### src/rtl/fifo_wptr_gray_gen.sv
// Write-side pointer and full/almost-full generator for a dual-clock FIFO.
// Keeps the binary write pointer, publishes a registered Gray copy to the
// read domain, and compares against a two-flop-synchronised read Gray
// pointer to produce registered full, almost_full and sticky overflow.
module fifo_wptr_gray_gen #(
    parameter int ADDR_WIDTH = 5,
    parameter int AF_LEVEL   = 28
) (
    input  logic                  clk,
    input  logic                  rst_n,
    input  logic                  wr_en,
    input  logic [ADDR_WIDTH:0]   rd_gptr_async,
    input  logic                  overflow_clr,
    output logic                  wr_accept,
    output logic [ADDR_WIDTH-1:0] wr_addr,
    output logic [ADDR_WIDTH:0]   wr_gptr,
    output logic                  full,
    output logic                  almost_full,
    output logic                  overflow
);

    localparam int PW  = ADDR_WIDTH + 1;
    localparam int MSB = ADDR_WIDTH;
    localparam logic [PW-1:0] AF_LEVEL_C = PW'(AF_LEVEL);

    logic [PW-1:0] wbin_r;
    logic [PW-1:0] rq1_r;
    logic [PW-1:0] rq2_r;
    logic [PW-1:0] wbin_next_s;
    logic [PW-1:0] wgray_next_s;
    logic [PW-1:0] rbin_s;
    logic [PW-1:0] occ_next_s;
    logic [PW-1:0] full_match_s;
    logic          full_next_s;
    logic          af_next_s;
    logic          ovf_next_s;

    // Binary to reflected Gray code.
    function automatic logic [PW-1:0] bin2gray(input logic [PW-1:0] b);
        return b ^ (b >> 1);
    endfunction

    // Gray to binary: each bit is the XOR of itself and all higher Gray bits.
    function automatic logic [PW-1:0] gray2bin(input logic [PW-1:0] g);
        logic [PW-1:0] b;
        b = g;
        for (int i = PW - 2; i >= 0; i--) begin
            b[i] = b[i+1] ^ g[i];
        end
        return b;
    endfunction

    // A write is dropped whenever the registered full flag is set.
    assign wr_accept = wr_en & ~full;
    assign wr_addr   = wbin_r[ADDR_WIDTH-1:0];

    // Next-state pointer, occupancy and status terms.
    always_comb begin
        wbin_next_s  = wbin_r + {{(PW-1){1'b0}}, wr_accept};
        wgray_next_s = bin2gray(wbin_next_s);
        rbin_s       = gray2bin(rq2_r);
        occ_next_s   = wbin_next_s - rbin_s;
        // Full when the write pointer is exactly one lap ahead: top two Gray
        // bits inverted relative to the read pointer, the rest equal.
        full_match_s = {~rq2_r[MSB:MSB-1], rq2_r[MSB-2:0]};
        full_next_s  = (wgray_next_s == full_match_s);
        af_next_s    = (occ_next_s >= AF_LEVEL_C);
        if (overflow_clr) begin
            ovf_next_s = 1'b0;
        end else begin
            ovf_next_s = overflow | (wr_en & full);
        end
    end

    // Read-pointer synchroniser: two plain flops, no logic between them.
    always_ff @(posedge clk or negedge rst_n) begin
        if (!rst_n) begin
            rq1_r <= {PW{1'b0}};
            rq2_r <= {PW{1'b0}};
        end else begin
            rq1_r <= rd_gptr_async;
            rq2_r <= rq1_r;
        end
    end

    // Pointer and status registers; all outputs except wr_accept are flops.
    always_ff @(posedge clk or negedge rst_n) begin
        if (!rst_n) begin
            wbin_r      <= {PW{1'b0}};
            wr_gptr     <= {PW{1'b0}};
            full        <= 1'b0;
            almost_full <= 1'b0;
            overflow    <= 1'b0;
        end else begin
            wbin_r      <= wbin_next_s;
            wr_gptr     <= wgray_next_s;
            full        <= full_next_s;
            almost_full <= af_next_s;
            overflow    <= ovf_next_s;
        end
    end

endmodule

### config.mk
export PLATFORM = sky130hd
export DESIGN_NAME = fifo_wptr_gray_gen
export DESIGN_NICKNAME = d
export VERILOG_FILES = /design/src/rtl/fifo_wptr_gray_gen.sv
export SDC_FILE = /design/constraint.sdc
export NUM_CORES = 1
export LEC_CHECK = 0
export ABC_AREA = 1
export ABC_CLOCK_PERIOD_IN_PS = 3250
export CORE_ASPECT_RATIO = 1.2
export CORE_MARGIN = 2
export CORE_UTILIZATION = 53
export CTS_BUF_LIST = sky130_fd_sc_hd__clkbuf_2
export DETAILED_ROUTE_END_ITERATION = 10
export PLACE_DENSITY_LB_ADDON = 0.1
export SLEW_MARGIN = 20
export SYNTH_ARGS = -nofsm -noshare
export SYNTH_HDL_FRONTEND = slang
export SYNTH_SLANG_ARGS = --single-unit
### constraint.sdc
create_clock -name clk -period 3.25 [get_ports clk]
set_clock_uncertainty 0.2 [all_clocks]
set_input_delay 0.65 -clock clk [delete_from_list [all_inputs] [get_ports clk]]
set_output_delay 0.65 -clock clk [all_outputs]
set_load 0.03 [all_outputs]
==> flow_metrics.tcl, run 1 <==
set metrics [dict create \
    status "complete, no violations" \
    drive_gt1_share_pct 8.040 \
    vias 1132 \
    grt_max_degree 27 \
    num_io_pins 25 \
    cp.arrival_ps 3030 \
    cap_violations 0 \
    wl_per_cell_um 10.90 \
    crit_family "simple AND/OR/NAND/NOR gates" \
    htree_levels 1 \
    dpl.cell_count 228 \
    relSlewSlack_pct 78.66 \
    fin_crit_sh_pct 91.63 \
    setup_tns_ps 0 \
    diodes 0 \
    antenna_found_initial 0 \
    ys_ff_latch 26 \
    slowest_delay_ps 490 \
    rsz0062_at_grt "no" \
    area_growth_syn_to_layout_pct 25.72 \
    fin_nets 218 \
    fill_cells 200 \
    cts-hold-fix-buffers 0 \
    crit_required_ps 3300 \
    drv_slew 0 \
    setup_violations 0 \
    startpoint "wr_en" \
    dr.first_iter.drc_count 38 \
    dieArea_um2 2954 \
    track_usage_pct 19.97 \
    routed_wl_um 2528 \
    cp-start-kind "primary input" \
    rows 20 \
    final_cell_mix "55 x nand2_1, 26 x nand3_1, 26 x dfrtp_1" \
    finalHoldViolCount 0 \
    hold_path_class "reg -> reg" \
    synthCells 165 \
    path_class "in -> reg" \
    final_common_cell "nand2_1" \
    p_leak_nw 0.9065 \
    yosysWarnings 0 \
    synth_cell_types 21 \
    hpwlAfterDp_um 1996 \
    cp_slowest_cell "clkdlybuf4s50_1" \
    drc 0 \
    core_area_um2 2477 \
    yosys-top-cells-area "dfrtp_1 48%, nand2_1 15%, nand3_1 9.7%" \
    syn_area_um2 1343 \
    instances_no_fill 232 \
    overflow 0 \
    dr.pass1.iters 4 \
    multi_input_area_um2 601.8 \
    cp_cell_sequence "clkdlybuf4s50_1 > inv_1 > nor2_1 > ha_1 > nand2_2 > nor2_4 > xor2_2 > ha_1 > nand2_1 > or2_2 > nand3_1 > inv_1 > nand2_1 > nand3_1" \
    cts_buffers 3 \
    worstSetupEndpointType "register" \
    clk_pin_slew_ps 210 \
    max_freq_mhz 335.8 \
    routabilityCongestion 0.8379 \
    critPathBufInv 3 \
    initial_core_util_pct 54.19 \
    clockBufferDepth 2 \
    cts_tree "yes" \
    clock-root-buffer "clkbuf_2" \
    clk_latency_ps 330 \
    min_from "rq1_r[3]" \
    post_cts_buffers 0 \
    p_per_area_nw_per_um2 973.3 \
    clock_sinks 26 \
    vias_per_cell 4.879 \
    postRouteAntennaNets 0 \
    io_buffer_count 24 \
    yosys.area.top_type "dfrtp_1" \
    seq_area_um2 650.6 \
    ir_drop_mv 0.4849 \
    tightest_slew_ps 320.0 \
    grt_pass1_wl_um 4450 \
    cts_resized 0 \
    die_h_um 59.14 \
    synth_fp_nets 183 \
    fin_crit_ps 2978 \
    r2r_start "rq2_r[4]" \
    cp_max_fo 4 \
    synth_area_per_cell_um2 8.137 \
    synth_top_cell_area_share_pct 48.46 \
    grt_pass1_vias 1068 \
    yosysSeqAreaShare_pct 48.46 \
    dieWidth_um 49.95 \
]
-- stage by stage --
stage	power (W)	hold slack (ps)	worst slack (ps)	area, µm²	util [%]
after CTS	0.001651	183.7	301.1	1688	68.13
after global routing	0.001794	189.7	108.8	1688	68.13
after floorplan	0.001172	131.2	184.1	1343	-
final	0.001643	177.2	271.9	1688	68.13
after global placement	0.001505	131.2	7.367	1669	67.37
after detailed placement	0.001528	135.5	-84.07	1669	67.37
-- registers in the layout, indices dropped and copies added, names as in the netlist --
name / cells
wbin_r: 6
rq1_r: 6
almost_full: 1
overflow: 1
wr_gptr: 5
full: 1
rq2_r: 6
-- power breakdown --
group | switching (W) | internal [W] | leakage, nW
combinational | 0.000626 | 0.000422 | 0.583
sequential | 0.0000694 | 0.000412 | 0.309
clock | 0.0000865 | 0.0000267 | 0.0140
total | 0.000782 | 0.000861 | 0.907
-- kinds of logic (layout without fill, tap and decap cells) --
| kind of cell | Yosys count | in the layout | share of synthesized area (%) |
|---|---|---|---|
| AO/OA/AOI/OAI | 7 | 7 | 2.609 |
| XOR/XNOR | 3 | 3 | 2.517 |
| adder cells (fa/ha/maj) | 8 | 8 | 8.015 |
| buffers and inverters | 24 | 58 | 6.710 |
| flip-flops | 26 | 26 | 48.46 |
| AND/OR/NAND/NOR | 97 | 97 | 31.69 |
-- synthesized netlist by cell type --
cell type,instances
a21oi_1,4
dfrtp_1,26
fa_1,1
ha_1,7
inv_1,23
inv_2,1
nand2_1,55
nand2_2,2
nand3_1,26
nand3_2,1
nand3b_1,1
nand4_1,1
nor2_1,8
nor2_4,1
nor3_1,1
o21ai_0,1
o21ai_1,2
or2_2,1
xnor2_1,1
xor2_1,1
xor2_2,1
-- worst register-to-register path: stages (launching register included) --
cell,delay [ps]
dfrtp_1,440
inv_1,90
nand2_1,70
nand2_1,90
nand2_1,70
nand2_1,90
nand2_1,100
nand2_1,120
nand2_1,90
nand3_1,70
nand2_1,50
inv_1,50
ha_1,130
inv_1,70
fa_1,400
a21oi_1,160
nor2_1,60
nor3_1,110
nand3b_1,120
nand3_1,70
-- metal layers --
metal	track usage (%)	share of wire [%]	vias up
li1	-	-	583
met1	25.00	45	513
met2	35.24	50	31
met3	2.273	2.8	5
met4	8.333	1.7	0
met5	0	0	-
-- area by class of cell --
cell class                      count  share of cell area (%)
Sequential cell                    26                   38.55
Tap cell                           33                   2.446
Clock buffer                        3                  0.8895
Timing Repair Buffer               30                   16.90
Inverter                           24                   5.337
Clock inverter                      1                  0.2224
Multi-Input combinational cell    115                   35.66
-- worst paths after layout --
kind | depth (start not counted) | slack, ps | to
max | 14 | 270 | almost_full
min | 0 | 180 | rq2_r[3]
max reg2reg | 19 | 510 | almost_full
min reg2reg | 0 | 180 | rq2_r[3]
max in group asynchronous | 2 | 2170 | wr_gptr[4]
min in group asynchronous | 2 | 450 | wr_gptr[0]
Power figures use the tool's default switching activity.
==> inputs of run 2 (changes only) <==
--- a/config.mk
+++ b/config.mk
@@ -7,11 +7,13 @@
 export LEC_CHECK = 0
 export ABC_AREA = 1
 export ABC_CLOCK_PERIOD_IN_PS = 3250
-export CORE_ASPECT_RATIO = 1.2
+export CAP_MARGIN = 20
+export CORE_ASPECT_RATIO = 1.4
 export CORE_MARGIN = 2
 export CORE_UTILIZATION = 53
 export CTS_BUF_LIST = sky130_fd_sc_hd__clkbuf_2
 export DETAILED_ROUTE_END_ITERATION = 10
+export MAX_ROUTING_LAYER = met4
 export PLACE_DENSITY_LB_ADDON = 0.1
 export SLEW_MARGIN = 20
 export SYNTH_ARGS = -nofsm -noshare
==> flow_metrics.tcl, run 2 (same netlist as run 1, synthesis figures left out) <==
set metrics [dict create \
    cts_buffers 3 \
    hold_path_depth 0 \
    grt_max_degree 27 \
    worstSetupEndpointType "primary output" \
    drv_slew 0 \
    p_sw_share_pct 47.78 \
    clock_sinks 26 \
    p_int_w 0.0008585 \
    io_buffer_count 24 \
    rows 21 \
    setup_violations 0 \
    clk_latency_ps 350 \
    cp_slowest_cell "clkdlybuf4s50_1" \
    area_growth_syn_to_layout_pct 25.54 \
    p_leak_nw 0.9049 \
    cts_tree "yes" \
    crit_required_ps 2400 \
    clk_pin_slew_ps 200 \
    largestRegisters "rq1_r (6), rq2_r (6), wbin_r (6)" \
    post_cts_buffers 0 \
    p_per_area_nw_per_um2 975.4 \
    status "complete, no violations" \
    reg2reg_depth 19 \
    diodes 0 \
    net-switching-power_w 0.0007855 \
    slowest_delay_ps 720 \
    finalHoldViolCount 0 \
    grt_pass1_vias 1133 \
    tightest_slew_ps 325.3 \
    fill_cells 203 \
    hpwlAfterDp_um 2179 \
    vias_per_cell 5.026 \
    routed_wl_um 2660 \
    hold_ws_ps 182.0 \
    cts-hold-fix-buffers 0 \
    cp.arrival_ps 2070 \
    max_freq_mhz 342.6 \
    dr.first_iter.drc_count 39 \
    clockBufferDepth 2 \
    dieArea_um2 2957 \
    path_class "in -> out" \
    fin_crit_ps 2918 \
    rsz0062_at_grt "no" \
    combPwrFrac_pct 63.9 \
    ir_drop_mv 0.5218 \
    overflow 0 \
    routabilityCongestion 0.8364 \
    path_common_cell "clkdlybuf4s50_1" \
    wl_per_cell_um 11.47 \
    antenna_found_initial 0 \
    post-route-util_pct 70.49 \
    postRouteAntennaNets 0 \
    multi_input_area_um2 601.8 \
    hold_path_class "reg -> reg" \
    cts_resized 0 \
    dr.pass1.iters 4 \
    fin_crit_sh_pct 89.80 \
    fin_nets 218 \
    final_cell_mix "55 x nand2_1, 26 x nand3_1, 26 x dfrtp_1" \
    clkPwrFrac_pct 6.9 \
    clock-root-buffer "clkbuf_2" \
    drc 0 \
    dieWidth_um 46.54 \
    track_usage_pct 20.87 \
    num_io_pins 25 \
    cp_max_fo 3 \
    cp-start-kind "primary input" \
    core_area_um2 2391 \
    vias 1166 \
    seq_area_um2 650.6 \
    relSlewSlack_pct 78.25 \
    grt_pass1_wl_um 4464 \
    cp_cell_sequence "clkdlybuf4s50_1 > inv_1 > nor2_1 > clkdlybuf4s50_1" \
    initial_core_util_pct 56.15 \
    die_h_um 63.55 \
    power_frac_seq_pct 29.2 \
    drive_gt1_share_pct 8.081 \
    cap_violations 0 \
    final_common_cell "nand2_1" \
    htree_levels 1 \
]
-- run 2: layout make-up --
class                   instances  area share [%]
well taps                      34           2.524
multi-input cells             115           35.71
repair buffers                 30           16.93
inverters                      24           5.345
flip-flops and latches         26           38.60
clock buffers                   3          0.8909
-- run 2: metal layers --
layer  routed length (µm)  vias up  part of all wire (%)  global-route usage (%)
met4                   44        0                   1.7                   9.286
met2                 1464       39                    55                   35.94
met1                 1056      532                    40                   23.22
met5                    0        -                     0                       -
li1                     -      590                     -                       -
met3                   95        5                   3.6                   1.719
-- run 2: metrics by stage --
stage	instances	area [µm²]	setup WS [ps]	TNS [ps]	total power [W]
after floorplan	165	1343	184.1	0	0.001172
after global placement	229	1670	36.86	0	0.001498
after detailed placement	229	1670	-41.41	-41.41	0.001538
after CTS	232	1685	301.5	0	0.001656
after global routing	232	1685	233.4	0	0.001783
final	232	1685	331.6	0	0.001644
-- run 2: worst max-delay path, delay by kind of cell --
family	cells	cell delay [ps]
AND/OR/NAND/NOR	1	180
buffers and inverters	3	1230
-- run 2: final timing paths --
kind | start | to | slack [ps]
worst max-delay path | wr_en | wr_accept | 330
worst min-delay path | rq1_r[3] | rq2_r[3] | 180
worst max register to register | rq2_r[4] | almost_full | 510
worst min register to register | rq1_r[3] | rq2_r[3] | 180
max in group asynchronous | rst_n | rq1_r[4] | 2170
min in group asynchronous | rst_n | wbin_r[0] | 430
-- run 2: power groups by stage --
| stage | Sequential (W) | Clock [W] | Combinational (W) |
|---|---|---|---|
| CTS | 0.000481 | 0.000119 | 0.00106 |
| floorplan | 0.000639 | 0 | 0.000533 |
| global route | 0.000492 | 0.000126 | 0.00117 |
| finish | 0.000479 | 0.000114 | 0.00105 |
| global placement | 0.000485 | 0 | 0.00101 |
| detailed placement | 0.000488 | 0 | 0.00105 |
